## config.mk

```make
export PLATFORM = sky130hd
export DESIGN_NAME = prio_level_stack
export DESIGN_NICKNAME = d
export VERILOG_FILES = /design/src/rtl/prio_level_stack_pkg.sv /design/src/rtl/prio_level_stack_lifo.sv /design/src/rtl/prio_level_stack.sv
export SDC_FILE = /design/constraint.sdc
export NUM_CORES = 1
export LEC_CHECK = 0
export BUFFER_PORTS_ARGS = -buffer_cell sky130_fd_sc_hd__buf_2
export CORE_MARGIN = 10
export CORE_UTILIZATION = 40
export DETAILED_ROUTE_END_ITERATION = 10
export MAX_ROUTING_LAYER = met4
export PLACE_DENSITY = 0.56
export SLEW_MARGIN = 20
export SYNTH_ARGS = -nofsm -noshare
export SYNTH_HDL_FRONTEND = slang
export SYNTH_SLANG_ARGS = --single-unit
```

## constraint.sdc

```tcl
create_clock -name clk -period 5.32 [get_ports clk]
set_input_delay 1.064 -clock clk [delete_from_list [all_inputs] [get_ports clk]]
set_output_delay 1.064 -clock clk [all_outputs]
set_load 0.1 [all_outputs]
```

## src/rtl/prio_level_stack_pkg.sv

```systemverilog
// Shared sizing and types for the interrupt nesting controller and its level LIFO.
package prio_level_stack_pkg;

    localparam int PrioNum   = 8;
    localparam int PrioWidth = $clog2(PrioNum);
    localparam int Depth     = PrioNum - 1;
    localparam int NestWidth = $clog2(PrioNum + 1);

    typedef logic [PrioWidth-1:0] PrioT;
    typedef logic [NestWidth-1:0] NestT;

    // Strict unsigned comparison: only a higher level may preempt.
    function automatic logic preempts(input PrioT cand, input PrioT cur);
        return (cand > cur);
    endfunction

endpackage

```

## src/rtl/prio_level_stack_lifo.sv

```systemverilog
// LIFO of preempted priority levels; reset clears the occupancy count only.
module prio_lifo #(
    parameter int Depth    = 7,
    parameter int Width    = 3,
    parameter int CntWidth = $clog2(Depth + 1)
) (
    input  logic                clk,
    input  logic                rst_n,
    input  logic                push,
    input  logic                pop,
    input  logic [Width-1:0]    pushData,
    output logic [Width-1:0]    top,
    output logic [CntWidth-1:0] count,
    output logic                full,
    output logic                empty
);

    localparam int IdxW = (Depth > 1) ? $clog2(Depth) : 1;

    logic [Width-1:0]    mem_r [Depth];
    logic [CntWidth-1:0] count_r;

    assign count = count_r;
    assign full  = (count_r == CntWidth'(Depth));
    assign empty = (count_r == CntWidth'(0));

    // Occupancy counter.
    always_ff @(posedge clk or negedge rst_n) begin
        if (!rst_n) begin
            count_r <= CntWidth'(0);
        end else if (push && !full) begin
            count_r <= count_r + CntWidth'(1);
        end else if (pop && !empty) begin
            count_r <= count_r - CntWidth'(1);
        end else begin
            count_r <= count_r;
        end
    end

    // Entry storage; contents are don't-care after reset.
    always_ff @(posedge clk) begin
        if (push && !full) begin
            mem_r[IdxW'(count_r)] <= pushData;
        end
    end

    // Top-of-stack read.
    always_comb begin
        top = {Width{1'b0}};
        if (empty) begin
            top = {Width{1'b0}};
        end else begin
            top = mem_r[IdxW'(count_r - CntWidth'(1))];
        end
    end

endmodule

```

## src/rtl/prio_level_stack.sv

```systemverilog
// Interrupt nesting controller: selects the active register bank level and strobes entry/return.
// Optional tail chaining on mret is enabled by defining PRIO_LEVEL_STACK_TAIL_CHAIN_EN.
module prio_level_stack
    import prio_level_stack_pkg::*;
(
    input  logic                 clk,
    input  logic                 reset,
    input  logic                 irq_req,
    input  logic [PrioWidth-1:0] irq_prio,
    input  logic                 mret,
    input  logic                 stall,
    output logic [PrioWidth-1:0] level,
    output logic                 write_ra_en,
    output logic                 irq_ack,
    output logic                 ret_ack,
    output logic [NestWidth-1:0] nest_depth,
    output logic                 err
);

    typedef enum logic [1:0] {
        StRun   = 2'd0,
        StEnter = 2'd1,
        StExit  = 2'd2
    } stateT;

    stateT state_r;
    stateT stateNext_s;
    PrioT  level_r;
    PrioT  levelNext_s;
    PrioT  top_s;
    NestT  count_s;
    logic  err_r;
    logic  errSet_s;
    logic  push_s;
    logic  pop_s;
    logic  full_s;
    logic  empty_s;
    logic  irqAck_r;
    logic  writeRa_r;
    logic  retAck_r;

    prio_lifo #(
        .Depth    (Depth),
        .Width    (PrioWidth),
        .CntWidth (NestWidth)
    ) u_lifo (
        .clk      (clk),
        .rst_n    (reset),
        .push     (push_s),
        .pop      (pop_s),
        .pushData (level_r),
        .top      (top_s),
        .count    (count_s),
        .full     (full_s),
        .empty    (empty_s)
    );

    // State, level, sticky error and output strobes.
    always_ff @(posedge clk or negedge reset) begin
        if (!reset) begin
            state_r   <= StRun;
            level_r   <= PrioT'(0);
            err_r     <= 1'b0;
            irqAck_r  <= 1'b0;
            writeRa_r <= 1'b0;
            retAck_r  <= 1'b0;
        end else begin
            state_r   <= stateNext_s;
            level_r   <= levelNext_s;
            err_r     <= err_r | errSet_s;
            irqAck_r  <= (stateNext_s == StEnter);
            writeRa_r <= (stateNext_s == StEnter);
            retAck_r  <= (stateNext_s == StExit);
        end
    end

    // Next-state: stall blocks everything, mret outranks a new interrupt.
    always_comb begin
        stateNext_s = StRun;
        levelNext_s = level_r;
        errSet_s    = 1'b0;
        push_s      = 1'b0;
        pop_s       = 1'b0;
        case (state_r)
            StRun: begin
                if (stall) begin
                    stateNext_s = StRun;
                end else if (mret) begin
                    if (empty_s) begin
                        errSet_s = 1'b1;
`ifdef PRIO_LEVEL_STACK_TAIL_CHAIN_EN
                    end else if (irq_req && preempts(irq_prio, top_s)) begin
                        // Chained handler returns straight to the level below, so the LIFO is untouched.
                        levelNext_s = irq_prio;
                        stateNext_s = StEnter;
`endif
                    end else begin
                        pop_s       = 1'b1;
                        levelNext_s = top_s;
                        stateNext_s = StExit;
                    end
                end else if (irq_req && preempts(irq_prio, level_r)) begin
                    if (full_s) begin
                        errSet_s = 1'b1;
                    end else begin
                        push_s      = 1'b1;
                        levelNext_s = irq_prio;
                        stateNext_s = StEnter;
                    end
                end else begin
                    stateNext_s = StRun;
                end
            end
            StEnter, StExit: begin
                if (mret) begin
                    errSet_s = 1'b1;
                end else begin
                    errSet_s = 1'b0;
                end
            end
            default: begin
                stateNext_s = StRun;
            end
        endcase
    end

    assign level       = level_r;
    assign nest_depth  = count_s;
    assign err         = err_r;
    assign irq_ack     = irqAck_r;
    assign write_ra_en = writeRa_r;
    assign ret_ack     = retAck_r;

endmodule

```

### Yosys cells after proc, flatten, opt, wreduce, memory -nomap -nowiden

Memories as Yosys holds them, arrays and structs flattened.
Cells that the tools add are included.

| cells by class | value |
|---|---|
| bitwise operators | 2 |
| $add $sub $neg | 2 |
| $lt $le $gt $ge | 1 |
| multiplexer cells | 30 |
| reductions and logical operators | 11 |
| eq/ne operators | 7 |

Operator list:

| cell | count |
|---|---|
| $mux W1 | 18 |
| $mux W3 | 4 |
| $mux W2 | 5 |
| $mux W4 | 2 |
| $reduce_and A5 Y1 | 1 |
| $add A4 B1 Y4 const B | 1 |
| $eq A2 B1 Y1 const B | 2 |
| $eq A2 B2 Y1 const B | 2 |
| $eq A4 B3 Y1 const B | 1 |
| $logic_not A4 Y1 | 1 |
| $ne A2 B2 Y1 const B | 2 |
| $reduce_bool A2 Y1 | 2 |
| $sub A4 B1 Y4 const B | 1 |
| $gt A3 B3 Y1 | 1 |
| $logic_and A1 B1 Y1 | 3 |
| $logic_not A1 Y1 | 2 |
| $logic_not A2 Y1 | 1 |
| $pmux W1 S2 | 1 |
| $reduce_or A2 Y1 | 1 |
| $not A1 Y1 | 1 |
| $or A1 B1 Y1 | 1 |

| word-level totals | value |
|---|---|
| word-level logic and storage cells | 60 |
| flip-flop bits (word level) | 12 |
| RAM bits | 21 |
| output and inout port bits | 11 |
| memories kept | 1 |

Memories:

| name | depth | width | rd ports | clocked after memory_dff | write ports | line | source |
|---|---|---|---|---|---|---|---|
| u_lifo.mem_r | 7 | 3 | 1 | 0 | 1 | prio_level_stack_lifo.sv:20 | `logic [Width-1:0] mem_r [Depth];` |

### Logic depth before layout (Yosys ltp)

Gate-level depths: netlist of the first run.

| logic depth | value |
|---|---|
| word-level depth | 9 |
| mapped depth | 8 |
| mapped depth without buffers | 7 |

### By module

From an unflattened synthesis of the first run, not the netlist that was laid out.

| second synthesis, totals | value |
|---|---|
| cell total of the unflattened synthesis | 134 |
| area total of the unflattened synthesis | 1721.7 µm² |

Modules (own cells, without submodules):

| module | instances | sequential area each (µm²) | cells an instance | area each (µm²) |
|---|---|---|---|---|
| prio_lifo | 1 | 730.7 | 88 | 1213.7 |
| prio_level_stack | 1 | 200.2 | 46 | 508.0 |

### Worst setup path after synthesis of the first run

Ideal clock, no wire load.

| path | value |
|---|---|
| path kind | reg-to-reg |
| from | reg level_r[1] (netlist: level[1]) |
| to | mem u_lifo.mem_r[3][0] (enable) |
| required time | 4.949 ns |
| arrival time | 2.570 ns |
| period minus slack after synthesis | 2.942 ns |
| stages on the path, launching flop included | 7 |
| setup time | 0.371 ns |
| slack | 2.378 ns |
| cells stage by stage | dfrtp_1 > inv_1 > ha_1 > and3_1 > a2111oi_4 > nand2_2 > nor4_1 |

| between the ends | value |
|---|---|
| longest elaborated chain between the ends | 9 |

Ends and longest elaborated chain:

| item | line | source |
|---|---|---|
| start: declaration | prio_level_stack.sv:28 | `PrioT level_r;` |
| start signal: assignment | prio_level_stack.sv:62 | `level_r <= PrioT'(0);` |
| start signal: assignment | prio_level_stack.sv:69 | `level_r <= levelNext_s;` |
| $gt A3 B3 Y1 | prio_level_stack_pkg.sv:14 | `return (cand > cur);` |
| $logic_and A1 B1 Y1 | prio_level_stack.sv:102 | `end else if (irq_req && preempts(irq_prio, level_r)) begin` |
| $mux W1 | prio_level_stack.sv:102 |  |
| $mux W1 | prio_level_stack.sv:88 | `end else if (mret) begin` |
| $mux W1 | prio_level_stack.sv:86 | `if (stall) begin` |
| $mux W1 | prio_level_stack.sv:84 | `case (state_r)` |
| $logic_and A1 B1 Y1 | prio_level_stack_lifo.sv:42 | `if (push && !full) begin` |
| $mux W1 | prio_level_stack_lifo.sv:42 |  |
| $mux W1 (not written as such) | prio_level_stack_lifo.sv:43 | `mem_r[IdxW'(count_r)] <= pushData;` |
| end: declaration | prio_level_stack_lifo.sv:20 |  |

No other way between the ends.

### Final worst setup path of the first run

| path | value |
|---|---|
| from | in irq_prio[1] |
| to | mem u_lifo.mem_r[3][2] (enable) |

| between the ends | value |
|---|---|
| longest elaborated chain between the ends | 9 |

Ends and longest elaborated chain:

| item | line | source |
|---|---|---|
| start: declaration | prio_level_stack.sv:9 | `input logic [PrioWidth-1:0] irq_prio,` |
| $gt A3 B3 Y1 | prio_level_stack_pkg.sv:14 |  |
| $logic_and A1 B1 Y1 | prio_level_stack.sv:102 |  |
| $mux W1 | prio_level_stack.sv:102 |  |
| $mux W1 | prio_level_stack.sv:88 |  |
| $mux W1 | prio_level_stack.sv:86 |  |
| $mux W1 | prio_level_stack.sv:84 |  |
| $logic_and A1 B1 Y1 | prio_level_stack_lifo.sv:42 |  |
| $mux W1 | prio_level_stack_lifo.sv:42 |  |
| $mux W1 (not written as such) | prio_level_stack_lifo.sv:43 |  |

No other way between the ends.

==> metrics list, run 1 <==
- The flow ran to the end, and the final reports show no timing, DRC or antenna violations.
* Antenna diode count: 0
- After detailed routing, the average wire length per cell comes to 17.6 um.
* First-pass GRT wire length: 5630 um
- Crit path arrival time: 2.94 ns
- The mapped netlist covers 0.00161 mm2.
- Counting every instance in the synthesized netlist gives 116.
* Crit Path Class: in2reg
- CP endpoint kind: flip-flop
* Leftover overflow at the end of global routing: 0
* Routed vias: 1,027
* Final Max Slew Viols: 0
* Total wirelength of the detailed-routed design: 3310 um
- For this run, the leading register cell type out of synthesis is edfxtp_1.
- Initial standard-cell utilization of the core: 40.8%
- Startpoint of the worst register-to-register path: u_lifo.count[0]
* Final instance area: 0.00185 mm2
- Setup Skew: 0.00578 ns
- The worst path meets setup with 2.29 ns of slack.
- Instance count after placement with tap cells included: 180
* Slew Limit Headroom: 48.7%
- Number of enable-type register cells in the synthesized netlist: 21
- The die is 83.5 um wide.
* CTS HTree Levels: 2
* Die height: 83.5 um
- Setup slack after placement: 1.96 ns
- Number of sinks driven by the clock tree: 33
- Hold timing on the final database bottoms out at a slack of 0.468 ns.
- The initial antenna violation count is 0.
- Number of buffers added by the clock tree synthesis step: 5
* Hold Crit Start: err
- Number of buffers inserted for hold repair after clock tree synthesis: 0
- Remaining antenna violation count after routing: 0
- Cell Pwr Density: 643 mW/mm2
- For this design the static power due to leakage is 0.762 nW.
* Achievable frequency: 0.330 GHz
- The layout has 364 filler cells.
* CTS tree: yes
- The worst setup path is launched from an input pin.
- The region available for standard cell placement spans 0.00394 mm2.
* CTS Buffer Depth: 2
- Data required, critical path: 5.23 ns
- Clock-pin slew was measured on the worst setup and hold paths at 0.07 ns.
- Final HPWL from detailed placement: 2510 um
* Post-layout instance count excluding filler cells: 188
- Vias per cell: 5.46
* Maximum fanout count along the critical path: 6
* Layout net count: 153
* Register bit count reported by yosys: 33
* Die footprint: 0.00696 mm2
- Layout cell share with drive strength beyond 1: 25.4%
* Sequential element share of the synthesized area: 57.8%
- In this run the worst setup path begins at irq_prio[1].
- Placed Instance Area: 0.00174 mm2
* Global router's overall resource usage: 10.4%
- Pin count of the biggest net entering global routing: 16
- Counting flops with an async set or reset pin after synthesis yields a share of 36.4%.
- Number of warnings printed during yosys synthesis: 0
* Final total power: 1.19 mW
- Clock latency on the worst-skew pair, taken at its later pin, is 0.28 ns.
* Port buffer count: 18
- For this run, the share of the core covered by cells in the final layout is 46.8%.
- Number of violations of the max-capacitance limit: 0
- The final critical path takes up 57.0% of the cycle.
- Rows: 23
- Setup total negative slack on the finished layout was measured at 0 ns.
- After the first detailed-routing iteration, the DRC count stood at 99.
- A synthesized cell averages 13.9 um2.
- Actual transition at the worst max-transition pin: 0.763 ns
* Remaining DRCs: 0
* Number of instances resized during post-cts repair: 0
* Peak supply drop: 0.000256 V
* Minimum clock period after layout: 3.03 ns
* First-pass detailed-route iteration total: 4
- Final estimated routing congestion in global placement: 0.738
- Distinct cell type count of the synthesized netlist: 39
* Via count of the first global-routing pass: 1,102
- After clock tree synthesis, the setup repair step added 0 buffers.
- Class of the worst hold path: reg2reg
* Net count after synthesis: 132
* Setup violation total in the final timing report: 0
* Unrepaired setup endpoints after global routing: false
- The hold violation count in the final report is 0.
* Synthesis-to-layout area growth: 14.6%
- Count of boundary I/O pins: 19
- Clk Tree Root Cell: clkbuf_8
layer usage:
metal | vias up | track usage, % | wire [um]
met5 | - | - | 0
met4 | 0 | 5.48 | 64
met3 | 6 | 3.13 | 105
met2 | 20 | 16.5 | 1650
met1 | 513 | 11.6 | 1490
li1 | 488 | - | -
worst paths after layout:
kind / endpoint / cells after the start / slack [ns]
worst max-delay path: u_lifo.mem_r[3][2] / 6 / 2.29
worst min-delay path: err / 2 / 0.47
worst max register to register: level[0] / 5 / 2.53
worst min register to register: err / 2 / 0.47
max in group asynchronous: level[0] / 1 / 4.46
min in group asynchronous: u_lifo.count[3] / 1 / 0.64
critical path, stage by stage:
cell and delay [ns]:
buf_2 0.11, ha_1 0.29, and3_1 0.23, a2111oi_4 0.45
nand2_2 0.18, nor4_1 0.61
flip-flops by register name (all words and copies together) (netlist names):
register      count
ret_ack           1
write_ra_en       1
err               1
u_lifo.mem_r     21
state_r           2
level             3
u_lifo.count      4
where the power goes:
part / internal [mW] / leakage (nW) / switching (mW)
clock network: 0.138 / 0.0528 / 0.0874
logic: 0.148 / 0.374 / 0.396
registers: 0.332 / 0.335 / 0.0854
cells by family (layout without fill, tap and decap cells):
family | after synthesis | count (layout) | share of synthesized area [%]
buffers and inverters | 16 | 38 | 4.27
DFF | 33 | 33 | 57.8
xor gates and xnor gates | 3 | 3 | 1.63
adders and majority gates | 8 | 8 | 6.22
AOI/OAI and AO/OA | 21 | 21 | 11.7
muxes | 9 | 9 | 8.00
and+or+nand+nor | 26 | 26 | 10.3
layout make-up:
type | count | area, um2 | share of cell area [%]
timing repair buffer | 18 | 90.1 | 4.88
multi-input combinational | 67 | 611 | 33.1
clock buffer | 6 | 72.6 | 3.93
clock inverter | 2 | 33.8 | 1.83
inverter | 12 | 45.0 | 2.44
sequential | 33 | 931 | 50.4
tap | 50 | 62.6 | 3.39
placed cells by master, fill, tap and decap left out, drive strengths merged:
cell type | Yosys | final
nand2 | 3 | 3
and2 | 1 | 1
a31o | 1 | 1
nand3b | 2 | 2
a211o | 1 | 1
mux4 | 3 | 3
mux2i | 5 | 5
and3 | 3 | 3
a221o | 1 | 1
nor2 | 6 | 6
o221a | 1 | 1
a211oi | 3 | 3
a311oi | 1 | 1
mux2 | 1 | 1
buf | 3 | 18
o21ai | 4 | 4
xnor2 | 3 | 3
ha | 8 | 8
a32oi | 1 | 1
and4 | 2 | 2
clkbuf | 1 | 6
nand2b | 1 | 1
o41ai | 1 | 1
a2111oi | 1 | 1
nor3b | 1 | 1
a221oi | 3 | 3
nor3 | 2 | 2
o21a | 1 | 1
nand4 | 2 | 2
bufinv | 0 | 1
inv | 12 | 12
clkinv | 0 | 1
edfxtp | 21 | 21
a2111o | 1 | 1
a21oi | 1 | 1
dfrtp | 12 | 12
nor4 | 3 | 3
cell usage after synthesis (all sizes together) (4+ instances only):
master / instances / area [um2]
inv: 12 / 45.0
edfxtp: 21 / 631
ha: 8 / 100
mux2i: 5 / 50.1
nor2: 6 / 22.5
dfrtp: 12 / 300
o21ai: 4 / 20.0
Power figures use the tool's default switching activity.
==> run 2: changes to the inputs <==
--- a/config.mk
+++ b/config.mk
@@ -5,6 +5,7 @@
 export SDC_FILE = /design/constraint.sdc
 export NUM_CORES = 1
 export LEC_CHECK = 0
+export ABC_AREA = 1
 export BUFFER_PORTS_ARGS = -buffer_cell sky130_fd_sc_hd__buf_2
 export CORE_MARGIN = 10
 export CORE_UTILIZATION = 40
==> constraint.sdc (replaced) <==
create_clock -name clk -period 2.8 [get_ports clk]
set_input_delay 0.56 -clock clk [delete_from_list [all_inputs] [get_ports clk]]
set_output_delay 0.56 -clock clk [all_outputs]
set_load 0.1 [all_outputs]
==> run 2 against run 1 <==
Non-clock buffer count up 3. First-iteration DRC count shrank 21%. Critical path depth increased by 2. Global-route usage grew 0.28 points. Synthesized area up 11%. Clock power is 100% higher. Cell area up 9.2%. Worst setup slack got worse by 1.8 ns. Combinational power is 130% higher. Core utilization is 0.20 points lower. Hold slack lost 0.31 ns. Sequential cell count did not move. Critical path type is now reg2reg. Largest power group unchanged.
==> metrics list, run 2 <==
* Result of the run: finished, final reports clean (unchanged)
- The sequential cell area fraction in the yosys report is 52.2% (was 57.8%).
* Number of warnings printed during yosys synthesis: 0 (unchanged)
- The area added between synthesis and finish came to 13.0% (was 14.6%).
* Source-to-sink clock delay at the later pin of the worst-skew pair: 0.28 ns (about the same)
- Area share of and/or/nand/nor cells after synthesis: 29.2% (was 10.3%)
- The post-detailed-route DRC marker count was 0 (unchanged).
- Static timing analysis puts the maximum clock frequency at 0.436 GHz.
* Leading cell type in the layout, fill and taps excluded: nand2_1 (was edfxtp_1)
- Register ranked first by flip-flop count: u_lifo.mem_r (unchanged)
- Placeable core region: 0.00432 mm2 (was 0.00394 mm2)
- The wire length after detailed routing was 3570 um (was 3310 um).
* Async SR Flop Fraction: 36.4% (unchanged)
* Antenna diode count: 0 (unchanged)
- Final total power: 2.43 mW (was 1.19 mW)
* Die height: 86.8 um (was 83.5 um)
* Top post-synthesis cells by area: edfxtp_1, dfrtp_1, nand2_1 (was edfxtp_1, dfrtp_1, ha_1)
- Fill count: 429 (was 364)
- Setup Skew: 0.00639 ns (was 0.00578 ns)
* Number of buffers added by the clock tree synthesis step: 5 (unchanged)
- Number of enable-type register cells in the synthesized netlist: 21 (unchanged)
- Average detailed-routed wire length per instance: 13.4 um (was 17.6 um)
- The final-report max-slew violation count is 0 (unchanged).
- CTS tree: yes (unchanged)
- Prevailing post-synth register cell: edfxtp_1 (unchanged)
- Area fraction in compound gates after synthesis: 2.17% (was 11.7%)
- The clock root buffer is clkbuf_8 (unchanged).
* Routed vias: 1,290 (was 1,027)
- CTS Buffer Depth: 2 (unchanged)
- The startpoint type of the worst setup path is a flip-flop (was input pin).
- The critical path's slowest cell is dfrtp_1 (was nor4_1).
- Final estimated routing congestion in global placement: 0.776 (was 0.738)
* Unrepaired setup endpoints after global routing: false (unchanged)
- Class of the worst hold path: in2async (was reg2reg)
- The family with the most delay on the worst path is simple AND/OR/NAND/NOR gates (unchanged).
- Initial standard-cell utilization of the core: 41.3% (was 40.8%)
- The full die area is 0.00753 mm2 (was 0.00696 mm2).
* Cell Pwr Density: 1210 mW/mm2 (was 643 mW/mm2)
- CTS HTree Levels: 2 (unchanged)
- The cell with the most instances after synthesis was nand2_1 (was edfxtp_1).
- Layout cell share with drive strength beyond 1: 19.5% (was 25.4%)
* First-pass detailed-route iteration total: 4 (unchanged)
- The number of placement rows came to 24 (was 23).
- The data arrival time of the worst path is 2.23 ns (was 2.94 ns).
- The slew of the pin with the lowest slew margin was 0.493 ns (was 0.763 ns).
* Mapped Avg Cell Area: 9.20 um2 (was 13.9 um2)
- Part of the cycle the worst path needs: 81.9%
- Largest register FFs: 21 (unchanged)
* Synth Cell Area: 0.00178 mm2 (was 0.00161 mm2)
* Antenna violations before repair: 0 (unchanged)
- The peak supply drop came to 0.000775 V (was 0.000256 V).
* Post-synth top area share: 35.3% (was 39.2%)
- Final Hold Vio Count: 0 (unchanged)
- Register bit count reported by yosys: 33 (unchanged)
- The clock-pin slew of the registers on the worst-case setup and hold paths is 0.07 ns (about the same).
* Vias per cell: 4.83 (was 5.46)
- Cell taking the most area after synthesis: edfxtp_1 (unchanged)
- Net count after synthesis: 210 (was 132)
- The largest net degree at the start of global routing came to 20 (was 16).
- The total of hold buffers inserted after clock tree synthesis was 0 (unchanged).
- The static leakage power came to 0.976 nW (was 0.762 nW).
- The routed design could run at a clock period as short as 2.29 ns.
- The delay contributed by the slowest stage of the critical path is 0.54 ns (was 0.61 ns).
- Setup violation total in the final timing report: 0 (unchanged)
- The post-CTS setup-driven buffer insertion count came to 0 (unchanged).
- Synthesized instance count: 194 (was 116)
- The number of primary I/O pins was 19 (unchanged).
* Final HPWL from detailed placement: 2650 um (was 2510 um)
- The x dimension of the die came to 86.8 um (was 83.5 um).
- The number of DRC markers in iteration 0 is 78 (was 99).
* Cell type with the highest occurrence count on the critical path: nor2_1
* Number of instances resized during post-cts repair: 0 (unchanged)
- The sum of overflow across all layers after global routing came to 0 (unchanged).
* Multiplexer share of the synthesized area: 0% (was 8.00%)
* Global router's overall resource usage: 10.7% (was 10.4%)
- Data required, critical path: 2.74 ns (was 5.23 ns)
- The number of nets in the layout came to 230 (was 153).
- The number of buffers and inverters on the critical path is 1 (unchanged).
- The post-synthesis xor/xnor area fraction was 1.47% (was 1.63%).
- CP endpoint kind: flip-flop (unchanged)
- Cells along the critical path: inv_1 -> ha_1 -> nand2_1 -> nor2_1 -> nor2_1 -> nor2_4 -> nand3_4 -> nor3b_1 (was buf_2 -> ha_1 -> and3_1 -> a2111oi_4 -> nand2_2 -> nor4_1)
* Maximum fanout count along the critical path: 19 (was 6)
* Most common library cells after synthesis: nand2_1, inv_1, nand3_1 (was edfxtp_1, dfrtp_1, inv_1)
- Remaining antenna violation count after routing: 0 (unchanged)
- The setup TNS was 0 ns (unchanged).
- The worst max-slew margin expressed relative to the limit came to 67.4% (was 48.7%).
* Number of violations of the max-capacitance limit: 0 (unchanged)
- First-pass GRT wire length: 6290 um (was 5630 um)
* Number of sinks driven by the clock tree: 33 (unchanged)
- Most used cells in the layout excluding fill and tap cells: nand2_1, inv_1, nand3_1 (was edfxtp_1, buf_2, dfrtp_1)
- The number of library cell types mapped by synthesis was 21 (was 39).
- Port buffer count: 18 (unchanged)
- Dominant combinational cell family by area after synthesis: simple AND/OR/NAND/NOR gates (was compound AO/OA/AOI/OAI gates)
- Crit Path Class: reg2reg (was in2reg)
- Via count of the first global-routing pass: 1,334 (was 1,102)
- Post-synthesis adder-cell area fraction: 5.61% (was 6.22%)
## run 2: changes by cell type after synthesis, moves of 4 or more
| cell | change |
|---|---|
| o21ai_0 | -4 |
| nand2_1 | +62 |
| nor3_2 | +5 |
| nand3_1 | +23 |
| mux2i_1 | -5 |
| nor2_1 | +6 |
| inv_1 | +13 |
## run 2: layer usage
| layer | wire [um] | up-vias | part of all wire (%) | GRT usage (%) |
|---|---|---|---|---|
| met2 | 1760 | 19 | 49 | 17.4 |
| met5 | 0 | - | 0 | - |
| met1 | 1660 | 607 | 46 | 12.8 |
| li1 | - | 660 | - | - |
| met4 | 27 | 0 | 0.76 | 2.65 |
| met3 | 134 | 4 | 3.7 | 2.91 |
## run 2: path summary, 6_finish.rpt
check                      startpoint            endpoint  slack [ns]  depth (start not counted)
setup reg to reg             level[1]  u_lifo.mem_r[1][2]        0.51                          8
hold reg to reg                   err                 err        0.48                          1
max in group asynchronous       reset     u_lifo.count[1]        2.41                          1
min in group clk                  err                 err        0.48                          1
hold / removal                  reset     u_lifo.count[3]        0.16                          1
setup / recovery             level[1]  u_lifo.mem_r[1][2]        0.51                          8
## run 2: stage by stage
stage / util (%) / instances / setup WS, ns / hold WS, ns / cell area, um2
finish: 46.6 / 267 / 0.506 / 0.157 / 2020
global route: 46.6 / 267 / 0.225 / 0.160 / 2020
CTS: 46.6 / 267 / 0.485 / 0.158 / 2020
detailed placement: 43.8 / 259 / 0.438 / 0.464 / 1900
global placement: 43.8 / 259 / 0.495 / 0.457 / 1900
floorplan: - / 194 / 0.246 / 0.264 / 1780
## run 2: cell type report
class                           instances  area, um2  share of cell area [%]
Tap cell                               52       65.1                    3.23
Multi-Input combinational cell        126        686                    34.0
Inverter                               27        101                    5.03
Sequential cell                        33        931                    46.2
Clock inverter                          2       37.5                    1.86
Clock buffer                            6       82.6                    4.10
Timing Repair Buffer                   21        113                    5.59
## run 2: kinds of logic after synthesis
kind of cell             after synthesis
flip-flops                            33
adder cells (fa/ha/maj)                8
AND/OR/NAND/NOR                      111
XOR/XNOR                               3
AO/OA/AOI/OAI                          4
buffers and inverters                 35
## run 2: power by group
group | internal [mW] | switching [mW] | leakage [nW]
Combinational | 0.300 | 0.942 | 0.578
Sequential | 0.625 | 0.105 | 0.341
Clock | 0.289 | 0.168 | 0.0574
Total | 1.21 | 1.22 | 0.976
